[config.mk]
export PLATFORM = sky130hd
export DESIGN_NAME = mem_request_buffer
export DESIGN_NICKNAME = d
export VERILOG_FILES = /design/src/rtl/mem_request_buffer.sv
export SDC_FILE = /design/constraint.sdc
export NUM_CORES = 1
export LEC_CHECK = 0
export ABC_CLOCK_PERIOD_IN_PS = 8490
export CAP_MARGIN = 20
export CORE_UTILIZATION = 30
export CTS_CLUSTER_SIZE = 20
export DETAILED_ROUTE_END_ITERATION = 10
export PLACE_DENSITY_LB_ADDON = 0.1
export SETUP_SLACK_MARGIN = 0.4
export SLEW_MARGIN = 20
export SYNTH_ARGS = -nofsm -noshare
export SYNTH_HDL_FRONTEND = slang
export SYNTH_SLANG_ARGS = --single-unit
[constraint.sdc]
create_clock -name clock -period 8.49 [get_ports clock]
set_clock_uncertainty 0.1 [all_clocks]
set_input_delay 1.2735 -clock clock [delete_from_list [all_inputs] [get_ports clock]]
set_output_delay 1.2735 -clock clock [all_outputs]
set_load 0.005 [all_outputs]
[src/rtl/mem_request_buffer.sv]
// mem_request_buffer
//   In-order request buffer in front of the memory controller. Host requests
//   (read or write) are queued in a small FIFO and issued one at a time onto the
//   controller's segregated write / read channels. A read blocks the issuer
//   until its data comes back after RD_LAT cycles and the host has taken the
//   response, so every access reaches memory in arrival order.
//
// Ports
//   clock, reset                 shared with the controller; reset is async, active low
//   req_valid/req_ready          host request handshake (req_ready = FIFO not full)
//   req_write/req_addr/req_wdata request payload (wdata ignored for reads)
//   wr_address/wr_data/wr_enable write channel, registered, one-cycle strobe
//   rd_address/rd_enable         read channel, registered, one-cycle strobe
//   rd_data                      read data, valid RD_LAT cycles after rd_enable
//   rsp_valid/rsp_ready/rsp_rdata read response handshake
//   level                        current FIFO occupancy
//
// Optional build: define MEM_REQ_BUF_STATS_EN to add saturating 16-bit
//   wr_count / rd_count outputs counting issued write / read strobes.
module mem_request_buffer #(
  parameter int ADDR_W = 32,
  parameter int DATA_W = 32,
  parameter int DEPTH  = 4,
  parameter int RD_LAT = 1
) (
  input  logic                       clock,
  input  logic                       reset,
  input  logic                       req_valid,
  output logic                       req_ready,
  input  logic                       req_write,
  input  logic [ADDR_W-1:0]          req_addr,
  input  logic [DATA_W-1:0]          req_wdata,
  output logic [ADDR_W-1:0]          wr_address,
  output logic [DATA_W-1:0]          wr_data,
  output logic                       wr_enable,
  output logic [ADDR_W-1:0]          rd_address,
  output logic                       rd_enable,
  input  logic [DATA_W-1:0]          rd_data,
  output logic                       rsp_valid,
  input  logic                       rsp_ready,
  output logic [DATA_W-1:0]          rsp_rdata,
  output logic [$clog2(DEPTH):0]     level
`ifdef MEM_REQ_BUF_STATS_EN
  ,
  output logic [15:0]                wr_count,
  output logic [15:0]                rd_count
`endif
);

  localparam int AW    = $clog2(DEPTH);
  localparam int PW    = AW + 1;
  localparam int LAT_W = 3;

  typedef struct packed {
    logic              write;
    logic [ADDR_W-1:0] addr;
    logic [DATA_W-1:0] data;
  } req_t;

  typedef enum logic [1:0] {IDLE, WAIT_RD, RSP_HOLD} state_t;

  // ---------------- FIFO ----------------
  req_t          fifo_mem [DEPTH];
  logic [PW-1:0] wr_ptr, rd_ptr;
  logic          full, empty, push, pop;
  req_t          head;

  // Extra wrap bit distinguishes full from empty when the index bits match.
  assign empty     = (wr_ptr == rd_ptr);
  assign full      = (wr_ptr[AW] != rd_ptr[AW]) && (wr_ptr[AW-1:0] == rd_ptr[AW-1:0]);
  assign level     = wr_ptr - rd_ptr;
  assign req_ready = !full;
  // Full blocks the push even if the head pops in the same cycle (no bypass).
  assign push      = req_valid && !full;
  assign head      = fifo_mem[rd_ptr[AW-1:0]];

  always_ff @(posedge clock) begin
    if (push) fifo_mem[wr_ptr[AW-1:0]] <= '{write: req_write, addr: req_addr, data: req_wdata};
  end

  // ---------------- issuer FSM ----------------
  state_t             state_q, state_d;
  logic [LAT_W-1:0]   lat_q;
  logic               can_issue, issue_wr, issue_rd, sample, rsp_clr;

  always_comb begin
    state_d   = state_q;
    can_issue = 1'b0;
    issue_wr  = 1'b0;
    issue_rd  = 1'b0;
    pop       = 1'b0;
    sample    = 1'b0;
    rsp_clr   = 1'b0;
    case (state_q)
      IDLE:     can_issue = 1'b1;
      WAIT_RD:  if (lat_q == '0) begin
                  sample  = 1'b1;
                  state_d = RSP_HOLD;
                end
      RSP_HOLD: if (rsp_ready) begin
                  // Handshake edge may also issue, so the next strobe lands
                  // in the cycle right after the handshake.
                  rsp_clr   = 1'b1;
                  state_d   = IDLE;
                  can_issue = 1'b1;
                end
      default:  state_d = IDLE;
    endcase
    if (can_issue && !empty) begin
      pop = 1'b1;
      if (head.write) begin
        issue_wr = 1'b1;
      end else begin
        issue_rd = 1'b1;
        state_d  = WAIT_RD;
      end
    end
  end

  always_ff @(posedge clock or negedge reset) begin
    if (!reset) begin
      wr_ptr     <= '0;
      rd_ptr     <= '0;
      state_q    <= IDLE;
      lat_q      <= '0;
      wr_enable  <= 1'b0;
      rd_enable  <= 1'b0;
      wr_address <= '0;
      wr_data    <= '0;
      rd_address <= '0;
      rsp_valid  <= 1'b0;
      rsp_rdata  <= '0;
    end else begin
      if (push) wr_ptr <= wr_ptr + 1'b1;
      if (pop)  rd_ptr <= rd_ptr + 1'b1;
      state_q   <= state_d;
      wr_enable <= issue_wr;
      rd_enable <= issue_rd;
      if (issue_wr) begin
        wr_address <= head.addr;
        wr_data    <= head.data;
      end
      if (issue_rd) rd_address <= head.addr;
      // Counter reaches zero in cycle T+RD_LAT, when rd_data is sampled.
      if (issue_rd)                                lat_q <= LAT_W'(RD_LAT);
      else if (state_q == WAIT_RD && lat_q != '0)  lat_q <= lat_q - 1'b1;
      if (sample) begin
        rsp_rdata <= rd_data;
        rsp_valid <= 1'b1;
      end else if (rsp_clr) begin
        rsp_valid <= 1'b0;
      end
    end
  end

`ifdef MEM_REQ_BUF_STATS_EN
  // ---------------- saturating strobe counters ----------------
  always_ff @(posedge clock or negedge reset) begin
    if (!reset) begin
      wr_count <= '0;
      rd_count <= '0;
    end else begin
      if (wr_enable && wr_count != 16'hFFFF) wr_count <= wr_count + 16'd1;
      if (rd_enable && rd_count != 16'hFFFF) rd_count <= rd_count + 16'd1;
    end
  end
`endif

endmodule

# ---- Word-level counts from Yosys, hierarchy flattened
# Memories as Yosys holds them, arrays and structs flattened.
# Index checks and enable logic that the tools add are counted.
dict set report classes {
  addsub 4
  n_eq_ne 5
  muxes 21
  reduce_logical 11
}
# op count
set op_table {}
lappend op_table {{$mux W1} 13}
lappend op_table {{$mux W2} 4}
lappend op_table {{$add A3 B1 Y3 const B} 2}
lappend op_table {{$mux W3} 2}
lappend op_table {{$pmux W2 S3} 1}
lappend op_table {{$logic_and A1 B1 Y1} 4}
lappend op_table {{$reduce_bool A2 Y1} 2}
lappend op_table {{$eq A3 B3 Y1} 1}
lappend op_table {{$logic_not A3 Y1} 1}
lappend op_table {{$reduce_bool A3 Y1} 1}
lappend op_table {{$sub A3 B1 Y3 const B} 1}
lappend op_table {{$sub A3 B3 Y3} 1}
lappend op_table {{$eq A2 B1 Y1 const B} 1}
lappend op_table {{$eq A2 B2 Y1} 1}
lappend op_table {{$eq A2 B2 Y1 const B} 1}
lappend op_table {{$logic_not A1 Y1} 2}
lappend op_table {{$logic_not A2 Y1} 1}
lappend op_table {{$pmux W1 S2} 1}
lappend op_table {{$ne A1 B1 Y1} 1}
dict set report word_totals {
  reg_bits 142
  ramBits 260
  in_bits 101
  out_inout_bits 135
  word_cells 53
  mem_count 1
}
# memory words width rd rd_ports_with_merged_regs wr line
set memory_table {}
lappend memory_table {fifo_mem 4 65 1 0 1 63} ;# req_t fifo_mem [DEPTH];

# ---- Depth between registers and ports, before layout
# Gate-level depths: netlist (run 1).
dict set report logic_depth {
  depth_word 6
  depth_mapped 9
  ltp_nobuf 5
}

# ---- Worst setup path after synthesis (run 1)
# OpenSTA, ideal clock, no wires.
dict set report synth_timing {
  path_type {register to register}
  start {reg rd_ptr[1]}
  end {mem fifo_mem[0][0] (netlist bit) (enable)}
  setup_ns 0.430
  t_arrival_ns 3.641
  required_ns 7.960
  slack_ns 4.319
  stages_incl_launch_ff 8
  n_path_buf 2
  synth_period_minus_slack_ns 4.171
  cell_sequence {dfrtp_1 buf_1 clkbuf_1 inv_1 ha_1 and2_1 a21boi_0 and2_1}
}
dict set report synth_between {
  elab_chain_len 6
}
# element line
set synth_rtl {}
lappend synth_rtl {{from (decl)} 64} ;# logic [PW-1:0] wr_ptr, rd_ptr;
lappend synth_rtl {{from (signal assigned)} 135} ;# if (pop) rd_ptr <= rd_ptr + 1'b1;
lappend synth_rtl {{$eq A2 B2 Y1} 70} ;# assign full = (wr_ptr[AW] != rd_ptr[AW]) && (wr_ptr[AW-1:0] == rd_ptr[AW-1:0]);
lappend synth_rtl {{$logic_and A1 B1 Y1} 70}
lappend synth_rtl {{$logic_not A1 Y1} 74} ;# assign push = req_valid && !full;
lappend synth_rtl {{$logic_and A1 B1 Y1} 74}
lappend synth_rtl {{$mux W1} 78} ;# if (push) fifo_mem[wr_ptr[AW-1:0]] <= '{write: req_write, addr: req_addr, data: req_wdata};
lappend synth_rtl {{$mux W1 (not written as such)} 78}
lappend synth_rtl {{to (decl)} 63}
# Every way passes these cells.

# ---- Final worst setup path (run 1)
dict set report layout_timing {
  start {reg rd_ptr[0]}
  end {out level[2]}
}
dict set report layout_between {
  elab_chain_len 1
}
# element line
set layout_rtl {}
lappend layout_rtl {{$sub A3 B3 Y3} 71} ;# assign level = wr_ptr - rd_ptr;
lappend layout_rtl {{to (decl)} 42} ;# output logic [$clog2(DEPTH):0] level
# Every way passes these cells.

==> results.txt, run 1 <==
The run finished with clean final reports. Share of cells above drive strength 1: 28.1%. The tools report the count of pins on the block boundary as 236. After synthesis the netlist holds a flip-flop and latch count of 402. Initial core utilization: 30.4%. Number of global-route vias before repair: 8,081. The count of buffers inserted at the top-level ports was 235. The signal on the critical path passes through ha_1 > fa_1 > xnor2_1 > clkdlybuf4s50_1. The actual transition at the worst max-transition pin is 0.972 ns, and the overall fraction of global-route tracks in use is 13.6%. The run gives 16.1 mm as the total length of routed met2 wires.

The synthesized net count was 794. The cell taking the most area after synthesis is edfxtp_1. After clock tree synthesis, the clock-pin slew on the worst setup and hold paths is 0.06 ns. The tools report the total power after layout as 7.60 mW. The floorplan has 81 rows. The share of synthesized registers carrying an async set or reset was 35.3%; the power density over the cells was 390 nW/um^2. Ranked by instance count, the synthesized netlist is headed by 260 x edfxtp_1, 142 x dfrtp_1, 127 x mux2_2.

The proportion of netlist area held by the largest area contributor is 52.5%. After technology mapping, the gate count stands at 683. For this run, the detailed router's first-pass iteration total came to 4. The nature of the critical path endpoint is an output pin. The wire length per cell was 20.2 um. The number of buffers on the longest clock path is 3.

The number of max-slew violations in the final report was 0; the antenna diode count was 0. The half-perimeter wire length after placement was 20.0 mm. TritonCTS built the clock tree. The peak per-stage delay on the critical path is 0.70 ns, and the DRC marker count from the first detailed-route iteration is 372. Detailed routing placed a total of 1.51 mm of wire on met3. Yosys attributes the largest share of cell area to edfxtp_1 52%, dfrtp_1 24%, mux4_2 9.8%. The run gives 0 as the total grt overflow. The kind of launch point of the worst setup path is a flop.

The H-tree generated during clock tree synthesis spans 2 levels. Buffers inserted to repair hold after CTS numbered 0. Count of maximum capacitance violations: 0. The post-synthesis cell type count was 34; the post-route met1 wirelength was 14.8 mm.

Derived from the worst setup path, the maximum achievable clock frequency is 0.247 GHz. Counting the fill cells in the layout gives 4,467. The later pin in the worst-skew pair is clocked with a latency of 0.56 ns. The area growth from synthesis to layout is 30.9%. The total detailed-routing wirelength is 33.2 mm, and the share of the clock period used by the worst path is 47.7%. Of all nets on the critical path, the largest fanout is 26. The most used flip-flop cell after synthesis is edfxtp_1. In the routed design, unresolved DRC markers number 0. Sequential elements use 76.3% of the synthesized area.

For the final setup violation count, the log shows 0. The floorplan step defined a core boundary enclosing 49,000 um^2. IR analysis of the VDD net gives a maximum drop of 0.186 mV. The detail route stage leaves a number of antenna-violating nets equal to 0. For this run, the number of Yosys warnings is 0.

The cell family contributing the most delay on the critical path is flip-flops. For the post-CTS setup buffer count, the log shows 0. The overall die height was 225 um; the total of cells resized after clock tree synthesis was 0. The average cell area after synthesis works out to 21.8 um^2.

The first-pass GRT wire length was 50.8 mm. The die width is 225 um, and the final count of hold timing violations is 0. The most frequent cell after synthesis is edfxtp_1. The area of the die is 50,500 um^2, and the cell leakage power is 6.87 nW.

The cell at the root of the clock tree was clkbuf_16. Classification of the worst-slack hold path: reg -> reg. The number of antenna violations at the first check in global routing was 2. The clock period could shrink to 4.05 ns. The topmost layer with routed signal wires is met5. In the final design database the tool counted 1,060 nets. Clock tree synthesis inserted a total of 46 buffers. The clock drives 402 sinks. The final-layout setup total negative slack came out at 0 ns. Yosys mapped a number of flops with a built-in enable equal to 260. The total via count in the routed design was 7,295. The post-synthesis instance area is 14,900 um^2.

Critical path class: reg -> out. Setup repair after global routing left no endpoint under its margin. The number of buffers and inverters on the critical path came out at 1. After detailed routing, the number of vias per cell comes to 4.42.

Entering global routing, the biggest net connects 82 pins. The worst-case headroom to the max-slew limit came out at 35.2%. Among all stages on the critical path, the largest delay is contributed by dfrtp_4. Data arrives at the worst endpoint at 2.68 ns.

At the worst endpoint, the required time is 7.12 ns. The placer's final routability congestion estimate was 0.678.
## cell families after synthesis
kind of cell    share of synthesized area, %
compound gates                         0.782
xor+xnor                               0.412
fa+ha+maj                              0.891
buf+inv                                 1.23
flops                                   76.3
mux                                     19.7
simple gates                           0.689
## placed cells by master, fill, tap and decap left out, types with 2 or more instances in the layout
master / count
clkbuf_16: 47
ha_1: 9
xnor2_1: 5
a21oi_1: 2
mux4_2: 65
dfrtp_4: 2
nand2_1: 2
xor2_1: 2
and2_4: 3
o21ai_0: 3
clkdlybuf4s50_1: 234
dfrtp_1: 140
clkinv_2: 7
clkinv_1: 5
inv_1: 11
buf_4: 10
nand2b_1: 2
nor2b_1: 2
clkinvlp_4: 2
clkbuf_8: 5
edfxtp_1: 260
bufinv_16: 2
mux2_1: 3
mux2_2: 127
clkbuf_1: 16
## flip-flops by register name, summed over array words and instances (netlist names)
register	flops
wr_enable	1
wr_address	32
rsp_rdata	32
rd_ptr	3
rsp_valid	1
rd_address	32
lat_q	3
wr_data	32
fifo_mem	260
state_q	2
rd_enable	1
wr_ptr	3
## routing by layer
| layer | global-route usage (%) | vias to the layer above |
|---|---|---|
| met5 | 0 | - |
| met4 | 4.08 | 4 |
| met3 | 3.21 | 58 |
| met2 | 22.2 | 167 |
| met1 | 18.0 | 3832 |
| li1 | - | 3234 |
## where the power goes
part           leakage (nW)  internal, mW  switching, mW
Combinational          2.13          1.55           1.06
Sequential             4.05          2.78          0.324
Clock                 0.698          1.12          0.759
## layout make-up
type	count	area, um^2	area share (%)
clock inverter	16	133	0.681
multi-input combinational	242	3370	17.3
sequential	402	11400	58.3
timing repair buffer	245	2430	12.5
clock buffer	68	1310	6.70
tap	664	831	4.26
inverter	12	46.3	0.238
## path summary, 6_finish.rpt
| check | start | endpoint | slack, ns | depth (start not counted) |
|---|---|---|---|---|
| min reg2reg | rd_address[6] | rd_address[6] | 0.38 | 1 |
| min in group asynchronous | reset | rd_address[15] | 0.64 | 1 |
| min | rd_address[6] | rd_address[6] | 0.38 | 1 |
| max in group asynchronous | reset | rd_ptr[1] | 6.12 | 2 |
| max | rd_ptr[0] | level[2] | 4.44 | 4 |
| max reg2reg | rd_ptr[1] | fifo_mem[2][64] | 4.64 | 6 |
## stage by stage
stage                     util, %  worst slack (ns)  hold slack (ns)  cell area, um^2  instances
after CTS                    39.8              4.31            0.387            19500       1649
after detailed placement     36.9              4.30            0.375            18000       1565
after floorplan                 -              4.32            0.374            14900        683
final                        39.8              4.44            0.384            19500       1649
after global routing         39.8              4.27            0.411            19500       1649
after global placement       36.9              4.39            0.373            18000       1565
Note: power is estimated with default switching activity, not from simulation.
==> run 2, diff against run 1 <==
--- a/config.mk
+++ b/config.mk
@@ -5,7 +5,7 @@
 export SDC_FILE = /design/constraint.sdc
 export NUM_CORES = 1
 export LEC_CHECK = 0
-export ABC_CLOCK_PERIOD_IN_PS = 8490
+export ABC_CLOCK_PERIOD_IN_PS = 3600
 export CAP_MARGIN = 20
 export CORE_UTILIZATION = 30
 export CTS_CLUSTER_SIZE = 20
==> constraint.sdc (replaced) <==
create_clock -name clock -period 3.6 [get_ports clock]
set_clock_uncertainty 0.1 [all_clocks]
set_input_delay 0.54 -clock clock [delete_from_list [all_inputs] [get_ports clock]]
set_output_delay 0.54 -clock clock [all_outputs]
set_load 0.005 [all_outputs]
==> run 2 against run 1 <==
  * Critical path depth stayed put
  * Clock power rose by 130%
  * Combinational power rose by 150%
  * Die area unchanged
  * Clock-buffer cell count rose by 1
  * Wire length shrank 0.46%
  * First-iteration DRC count shrank 9.7%
  * Via count grew 0.40%
  * Sequential power grew 130%
  * Sequential cell count unchanged
  * Cell area increased by 0.89%
==> results.txt, run 2 (synthesis results as in run 1) <==
The flow ran to the end, and the final reports show no timing, DRC or antenna violations. The DRC marker count from the first detailed-route iteration was 336 (was 372); the initial core utilization was 30.4% (unchanged). The number of nets still failing antenna checks after routing is 0 (unchanged). The run gives 22.3% (was 22.2%) as the global routing usage on met2. The wire length per cell was 19.9 um (was 20.2 um); the total detailed-routing wirelength was 33.1 mm (was 33.2 mm). The share of cells above drive strength 1 is 28.2% (was 28.1%).

The number of buffers on the longest clock path is 3 (unchanged). Critical path class: reg -> out (unchanged). The count of buffers inserted at the top-level ports came out at 235 (unchanged). The maximum vdd ir drop is 0.436 mV (was 0.186 mV), and the number of design rule violations left after detail routing is 0 (unchanged).

Cell Chain, Critical Path: ha_1 > fa_1 > xnor2_1 > clkdlybuf4s50_1 (unchanged). For the global routing usage on met1, the log shows 17.4% (was 18.0%). The run gives 0.711 (was 0.678) as the placer's final routability congestion estimate. The tools report the final setup violation count as 0 (unchanged). The classification of the worst-slack hold path was reg -> reg (unchanged). The number of standard-cell rows in the floorplan is 81 (unchanged). The clock transition at the register clock pins on the worst setup and hold paths after CTS works out to 0.06 ns (about the same).

Cell at the root of the clock tree: clkbuf_16 (unchanged). The via density per instance works out to 4.41 (was 4.42). The worst setup path startpoint is rd_ptr[0] (unchanged). The number of global-route vias before repair came out at 7,957 (was 8,081). The filler cell count is 4,446 (was 4,467), and the final-layout setup total negative slack is 0 ns (unchanged). For the highest achievable clock rate, the log shows 0.323 GHz.

The post-CTS setup buffer count was 0 (unchanged). The met3 routing resource usage after global routing came out at 3.23% (was 3.21%). The capture point of the critical path is level[2] (unchanged). The depth of the worst register-to-register path was 6 (unchanged); the number of max-slew violations in the final report was 0 (unchanged). For the count of maximum capacitance violations, the log shows 0 (unchanged). The tools report the cell leakage power as 6.94 nW (was 6.87 nW). Highest-count cells in the layout ignoring fill and taps: 260 x edfxtp_1, 234 x clkdlybuf4s50_1, 140 x dfrtp_1 (unchanged). The critical-path maximum fanout is 9 (was 26), and the depth of the CTS H-tree is 2 (unchanged). The endpoint of the lowest-slack register-to-register path was fifo_mem[0][42] (was fifo_mem[2][64]).

The power density over the cells came out at 918 nW/um^2 (was 390 nW/um^2). For the detailed-routing iteration count for the pre-antenna-repair pass, the log shows 4 (unchanged). The overall die height was 225 um (unchanged); the area of the die was 50,500 um^2 (unchanged). The final critical path takes up 85.9% of the cycle. The clock period minus final worst setup slack works out to 3.09 ns.

Kind of launch point of the worst setup path: a flop (unchanged). Setup repair after global routing left no endpoint under its margin. The critical path required time was 2.96 ns (was 7.12 ns); the CTS buffer count was 45 (was 46). For the pin count of the biggest net entering global routing, the log shows 61 (was 82). The logs give 0.56 ns (about the same) for the worst-skew pair later-pin latency and 1.08 ns (was 4.64 ns) for the setup slack on the worst flop-to-flop path. The layout overhead on the synthesized area came out at 32.1% (was 30.9%).

The slowest library cell on the worst path was dfrtp_4 (unchanged). Flip-flop count of the largest register, all copies and words added: 260 (unchanged). The most common library cell in the layout ignoring fill and taps is edfxtp_1 (unchanged). The run gives 49,000 um^2 (unchanged) as the core area. The critical register-to-register path startpoint is rd_ptr[0] (was rd_ptr[1]).

The peak per-stage delay on the critical path was 0.57 ns (was 0.70 ns). The total via count in the routed design was 7,324 (was 7,295). The logs give 236 (unchanged) for the count of pins on the block boundary and 0 (unchanged) for the final count of hold timing violations. The data arrival time of the critical path is 2.45 ns (was 2.68 ns), and the total grt overflow is 0 (unchanged).

The worst-case headroom to the max-slew limit was 55.3% (was 35.2%); the half-perimeter wire length after placement was 20.9 mm (was 20.0 mm). The tools report the nature of the critical path endpoint as an output pin (unchanged). For the count of nets after finishing, the log shows 1,071 (was 1,060).

Layer with the highest usage after global routing: met2 (unchanged). TritonCTS built the clock tree. The number of antenna violations at the first check in global routing is 1 (was 2). The tools report the sink count of the clock tree as 402 (unchanged). For the overall fraction of global-route tracks in use, the log shows 13.6% (about the same).

The actual transition at the worst max-transition pin came out at 0.671 ns (was 0.972 ns). The die width was 225 um (unchanged). The run gives 0.379 ns (was 0.384 ns) as the worst hold slack.

The antenna diode count came out at 0 (unchanged). The first-pass GRT wire length is 50.7 mm (was 50.8 mm).
run 2: cell type report:
cell class                 instances  area [um^2]  share of cell area [%]
clock inverter                    13          111                   0.567
clock buffer                      69         1280                    6.51
sequential                       402        11400                    57.8
inverter                          12         48.8                   0.248
multi-input combinational        242         3370                    17.2
tap                              664          831                    4.23
timing repair buffer             257         2650                    13.5
run 2: worst min path at each step:
| stage | from | depth (start not counted) | endpoint |
|---|---|---|---|
| detailed placement | rsp_valid | 1 | rsp_valid |
| CTS | reset | 2 | wr_address[13] |
| global route | reset | 2 | wr_address[13] |
| finish | rsp_valid | 1 | rsp_valid |
| floorplan | reset | 0 | lat_q[0] |
| global placement | rsp_valid | 1 | rsp_valid |
run 2: through the flow:
stage	setup WS [ns]	cells	instance area, um^2	utilization, %	total power [mW]
after floorplan	0.362	683	14900	-	10.8
after global placement	1.05	1576	18300	37.3	14.0
after detailed placement	1.03	1576	18300	37.3	14.0
after CTS	0.428	1659	19700	40.2	18.5
after global routing	0.412	1659	19700	40.2	19.2
final	0.506	1659	19700	40.2	18.1
run 2: critical path: cells and delay by family, from the launching register on:
family | cells | cell delay [ns]
flip-flops | 1 | 0.57
XOR/XNOR | 1 | 0.17
adder cells (fa/ha/maj) | 2 | 0.61
buffers and inverters | 1 | 0.55
run 2: power by group:
group	internal [mW]	leakage, nW	switching, mW
combinational	3.81	2.21	2.72
sequential	6.56	4.05	0.605
clock	2.58	0.675	1.78
run 2: what timing repair did:
action | CTS | global route
hold buffers | 1 | 0
gates resized for setup | 0 | 0
endpoints found under the hold margin | 47 | 0
run 2: per-layer routing:
metal / vias up / part of all wire [%]
li1: 3261 / -
met1: 3845 / 43
met2: 154 / 50
met3: 62 / 5.0
met4: 2 / 2.5
met5: - / 0.048
